`src/rtl/fft8_pkg.sv`:
```
// rtl/fft8_pkg.sv - shared constants for the 8-point FFT datapath
package fft8_pkg;

  localparam int DW    = 9;
  localparam int NPT   = 8;
  localparam int PTR_W = 3;

  localparam logic [PTR_W-1:0] LAST_IDX = PTR_W'(NPT - 1);

endpackage

```
`src/rtl/fft8_frame_bank.sv`:
```
// rtl/fft8_frame_bank.sv - one frame of complex samples, indexed write, parallel read
module fft8_frame_bank
  import fft8_pkg::*;
#(
  parameter int DW  = fft8_pkg::DW,
  parameter int NPT = fft8_pkg::NPT
) (
  input  logic                     clk,
  input  logic                     rst,
  input  logic                     we,
  input  logic [PTR_W-1:0]         idx,
  input  logic [DW-1:0]            wr_re,
  input  logic [DW-1:0]            wr_im,
  output logic [NPT-1:0][DW-1:0]   re,
  output logic [NPT-1:0][DW-1:0]   im
);

  // storage words: cleared on reset, one word written per enabled cycle
  always_ff @(posedge clk) begin
    if (!rst) begin
      re <= '0;
      im <= '0;
    end else if (we) begin
      re[idx] <= wr_re;
      im[idx] <= wr_im;
    end
  end

endmodule

```
`src/rtl/fft8_sample_loader.sv`:
```
// rtl/fft8_sample_loader.sv - serial-to-parallel ping-pong frame loader for the FFT core
module fft8_sample_loader
  import fft8_pkg::*;
#(
  parameter int DW  = fft8_pkg::DW,
  parameter int NPT = fft8_pkg::NPT
) (
  input  logic          clk,
  input  logic          rst,
  input  logic          in_valid,
  output logic          in_ready,
  input  logic [DW-1:0] in_re,
  input  logic [DW-1:0] in_im,
  input  logic          in_last,
  output logic [DW-1:0] smpr0,
  output logic [DW-1:0] smpr1,
  output logic [DW-1:0] smpr2,
  output logic [DW-1:0] smpr3,
  output logic [DW-1:0] smpr4,
  output logic [DW-1:0] smpr5,
  output logic [DW-1:0] smpr6,
  output logic [DW-1:0] smpr7,
  output logic [DW-1:0] smpi0,
  output logic [DW-1:0] smpi1,
  output logic [DW-1:0] smpi2,
  output logic [DW-1:0] smpi3,
  output logic [DW-1:0] smpi4,
  output logic [DW-1:0] smpi5,
  output logic [DW-1:0] smpi6,
  output logic [DW-1:0] smpi7,
  output logic          out_valid,
  input  logic          out_ready,
  output logic          err_sync
);

  logic             wr_bank;
  logic             rd_bank;
  logic [PTR_W-1:0] wr_ptr;
  logic [1:0]       full;
  logic [1:0]       full_nxt;

  logic accept;
  logic at_last;
  logic commit;
  logic sync_bad;
  logic rel_frame;

  logic [NPT-1:0][DW-1:0] re_a, im_a, re_b, im_b;
  logic [NPT-1:0][DW-1:0] re_sel, im_sel;

  // handshake decode and next bank occupancy; a commit and a release always hit
  // different banks because the write side only ever targets an empty bank
  always_comb begin
    in_ready  = !full[wr_bank];
    accept    = in_valid && in_ready;
    at_last   = (wr_ptr == LAST_IDX);
    commit    = accept && at_last && in_last;
    sync_bad  = accept && (at_last != in_last);
    out_valid = full[rd_bank];
    rel_frame = out_valid && out_ready;
    full_nxt  = full;
    if (rel_frame) full_nxt[rd_bank] = 1'b0;
    if (commit)    full_nxt[wr_bank] = 1'b1;
    re_sel    = rd_bank ? re_b : re_a;
    im_sel    = rd_bank ? im_b : im_a;
  end

  // bank pointers, write index, occupancy flags and the alignment-error pulse
  always_ff @(posedge clk) begin
    if (!rst) begin
      wr_bank  <= 1'b0;
      rd_bank  <= 1'b0;
      wr_ptr   <= '0;
      full     <= '0;
      err_sync <= 1'b0;
    end else begin
      full     <= full_nxt;
      err_sync <= sync_bad;
      if (commit)    wr_bank <= ~wr_bank;
      if (rel_frame) rd_bank <= ~rd_bank;
      if (accept)    wr_ptr  <= (at_last || in_last) ? '0 : wr_ptr + PTR_W'(1);
    end
  end

  fft8_frame_bank #(.DW(DW), .NPT(NPT)) u_bank_a (
    .clk   (clk),
    .rst   (rst),
    .we    (accept && !wr_bank),
    .idx   (wr_ptr),
    .wr_re (in_re),
    .wr_im (in_im),
    .re    (re_a),
    .im    (im_a)
  );

  fft8_frame_bank #(.DW(DW), .NPT(NPT)) u_bank_b (
    .clk   (clk),
    .rst   (rst),
    .we    (accept && wr_bank),
    .idx   (wr_ptr),
    .wr_re (in_re),
    .wr_im (in_im),
    .re    (re_b),
    .im    (im_b)
  );

  assign smpr0 = re_sel[0];
  assign smpr1 = re_sel[1];
  assign smpr2 = re_sel[2];
  assign smpr3 = re_sel[3];
  assign smpr4 = re_sel[4];
  assign smpr5 = re_sel[5];
  assign smpr6 = re_sel[6];
  assign smpr7 = re_sel[7];
  assign smpi0 = im_sel[0];
  assign smpi1 = im_sel[1];
  assign smpi2 = im_sel[2];
  assign smpi3 = im_sel[3];
  assign smpi4 = im_sel[4];
  assign smpi5 = im_sel[5];
  assign smpi6 = im_sel[6];
  assign smpi7 = im_sel[7];

endmodule

```
`config.mk`:
```
export PLATFORM = sky130hd
export DESIGN_NAME = fft8_sample_loader
export DESIGN_NICKNAME = d
export VERILOG_FILES = /design/src/rtl/fft8_pkg.sv /design/src/rtl/fft8_frame_bank.sv /design/src/rtl/fft8_sample_loader.sv
export SDC_FILE = /design/constraint.sdc
export NUM_CORES = 1
export LEC_CHECK = 0
export ABC_AREA = 1
export ABC_CLOCK_PERIOD_IN_PS = 2900
export BUFFER_PORTS_ARGS = -buffer_cell sky130_fd_sc_hd__buf_2
export CAP_MARGIN = 20
export CORE_MARGIN = 2
export CORE_UTILIZATION = 50
export DETAILED_ROUTE_END_ITERATION = 10
export PLACE_DENSITY_LB_ADDON = 0.25
export SLEW_MARGIN = 20
export SYNTH_ARGS = -nofsm -noshare
export SYNTH_HDL_FRONTEND = slang
export SYNTH_SLANG_ARGS = --single-unit
```
`constraint.sdc`:
```
create_clock -name clk -period 2.9 [get_ports clk]
set_input_delay 0.58 -clock clk [delete_from_list [all_inputs] [get_ports clk]]
set_output_delay 0.58 -clock clk [all_outputs]
set_load 0.005 [all_outputs]
```
==> summary.txt <==
Worst VDD drop: 0.4203 mV
Setup CP Type: reg -> out
Clock Latency Late Sink: 0.56 ns
Max Transition Viols Final: 0
largest net degree at the start of global routing: 148
clock buffer depth: 3
LEAKAGE: 7.017 nW
CTS Sinks: 296
wire length per cell: 17.00 um
aggregate global-route resource usage: 29.51%
Filler cells: 2397
Max Cap Viol: 0
Critical Path RT: 2.32 ns
post-DP HPWL: 23.84 mm
outcome: complete, no violations
Place WS: 0.6281 ns
top-count cell post-synth: nand2_1
Initial Util: 50.63%
minimum clock period: 2.614 ns
Post-Syn Area: 12680 sq um
Post-CTS Setup Inserts: 0
via count: 12690
synth-to-layout area growth: 16.24%
worst slew pin tran: 0.7548 ns
clock buffer count from CTS: 31
Fin. Hold Viols: 0
vias per cell: 5.377
hold_sp: out_ready
share of layout cells above drive strength 1: 13.54%
#FFs+latches synth: 296
Die Wd: 163.2 um
Final setup viols: 0
Arr. time, crit path: 2.03 ns
clock slew at reported path FFs: 0.06 ns
first-pass GRT wire length: 62.44 mm
# rows: 58
total number of H-tree levels: 1
initial DRC count: 1279
setup TNS: 0 ns
Post-synth ARST share: 0%
PwrDens: 590.2 nW/um^2
Synth area leaders: dfxtp_1, nand2_1, nor2_1, nor3_1, o21ai_0
peak fanout along the critical path: 47
Worst Slack Setup Final: 0.2856 ns
warnings from Yosys: 0
Chip Height: 163.2 um
post-synthesis sequential area ratio: 46.75%
PostCTS Resize Cnt: 0
# port buffers: 169
antenna fix cells: 0
Yosys top cell area share: 46.75%
IO Pins: 170
total power: 8.696 mW
area leader, netlist: dfxtp_1
period utilisation layout: 90.15%
TritonRoute pass-1 iters: 5
reg2reg start: wr_bank
WL final: 40.14 mm
CTS root buf: clkbuf_16
startpoint types: register
CTS Hold Buffers Added: 0
residual DRC count: 0
Worst setup EP type: output pin
final net count: 2034
Die ar.: 26640 sq um
ys flop type: dfxtp_1
worst hold path class: in -> reg
global placement routability congestion: 0.8420
antenna-violating nets left: 0
top cells by count, synth: nand2_1, nor2_1, dfxtp_1, nor3_1, o21ai_0
R2R setup slack: 0.82 ns
grt total ovfl: 0
Synth cell types: 18
core region area: 25040 sq um
vias in the first global route: 11670
clock skew: 0.009491 ns
CP startpoint: rd_bank
Peak Freq: 382.5 MHz
RSZ-0062 raised after global routing: false
post-synthesis net count: 1942
Avg Cell Area, Syn: 6.616 sq um
antenna violations before repair: 0
relative slew slack: 49.63%
CTS tree: done
Post-synth EDFFs: 0
cell count after synthesis: 1916
-- critical path: stages (launching register included) --
cell and delay [ns]:
dfxtp_4 0.36, inv_4 0.44, buf_4 0.35, nand2_1 0.08, nand2_1 0.11, buf_2 0.14
-- routing by layer --
layer | up-vias | wire length (um) | global-route usage (%)
met5 | - | 0 | 0
met4 | 0 | 1415 | 11.54
met3 | 88 | 2973 | 3.784
met2 | 498 | 18930 | 49.52
met1 | 5821 | 16820 | 38.66
li1 | 6287 | - | -
-- cells in the final DEF, fill, tap and decap left out, drive strengths merged --
cell type,synthesis,final
nand2,596,596
o21ai,219,219
clkinv,0,7
bufinv,0,1
nand4,2,2
a21oi,4,4
nor3,216,216
clkinvlp,0,1
nor2,383,383
nand3,12,12
ha,3,3
dfxtp,296,296
inv,31,31
buf,53,213
clkbuf,101,47
-- metrics by stage --
stage	util (%)	instances	cell area (sq um)	hold WS, ns
after global routing	58.85	2361	14730	0.3702
after detailed placement	54.90	2305	13750	0.4709
after floorplan	-	1916	12680	0.4554
after global placement	54.90	2305	13750	0.4622
after CTS	58.85	2361	14730	0.3305
final	58.85	2361	14730	0.3490
-- kinds of logic after synthesis --
logic type      Yosys count  share of synthesized area (%)
simple gates           1209                          38.39
flops                   296                          46.75
compound gates          223                          8.805
buf+inv                 185                          5.764
fa+ha+maj                 3                         0.2962
-- path summary, 6_finish.rpt --
check | cells after the start | endpoint
worst max-delay path | 5 | smpi7[1]
worst min-delay path | 3 | rd_bank
worst max register to register | 6 | u_bank_a.im[69]
worst min register to register | 2 | u_bank_a.im[7]
-- registers in the layout, summed over array words and instances, names as in the netlist --
signal	cells
u_bank_a.im	72
u_bank_a.re	72
u_bank_b.im	72
u_bank_b.re	72
wr_ptr	3
full	2
err_sync	1
rd_bank	1
wr_bank	1
-- cell type report --
class                      instances  area, sq um  area share [%]
sequential                       296         5929           40.24
inverter                          31        118.9          0.8067
clock buffer                      47        915.9           6.216
clock inverter                     9        72.57          0.4925
tap                              330        412.9           2.802
multi-input combinational       1435         6027           40.91
timing repair buffer             213         1257           8.534
-- report_power, final --
| part | switching (mW) | internal (mW) | total [mW] |
|---|---|---|---|
| Clock | 1.63 | 2.25 | 3.88 |
| Combinational | 0.447 | 0.188 | 0.634 |
| Sequential | 0.0415 | 4.14 | 4.18 |
No activity file was read; power rests on OpenSTA's default activity.
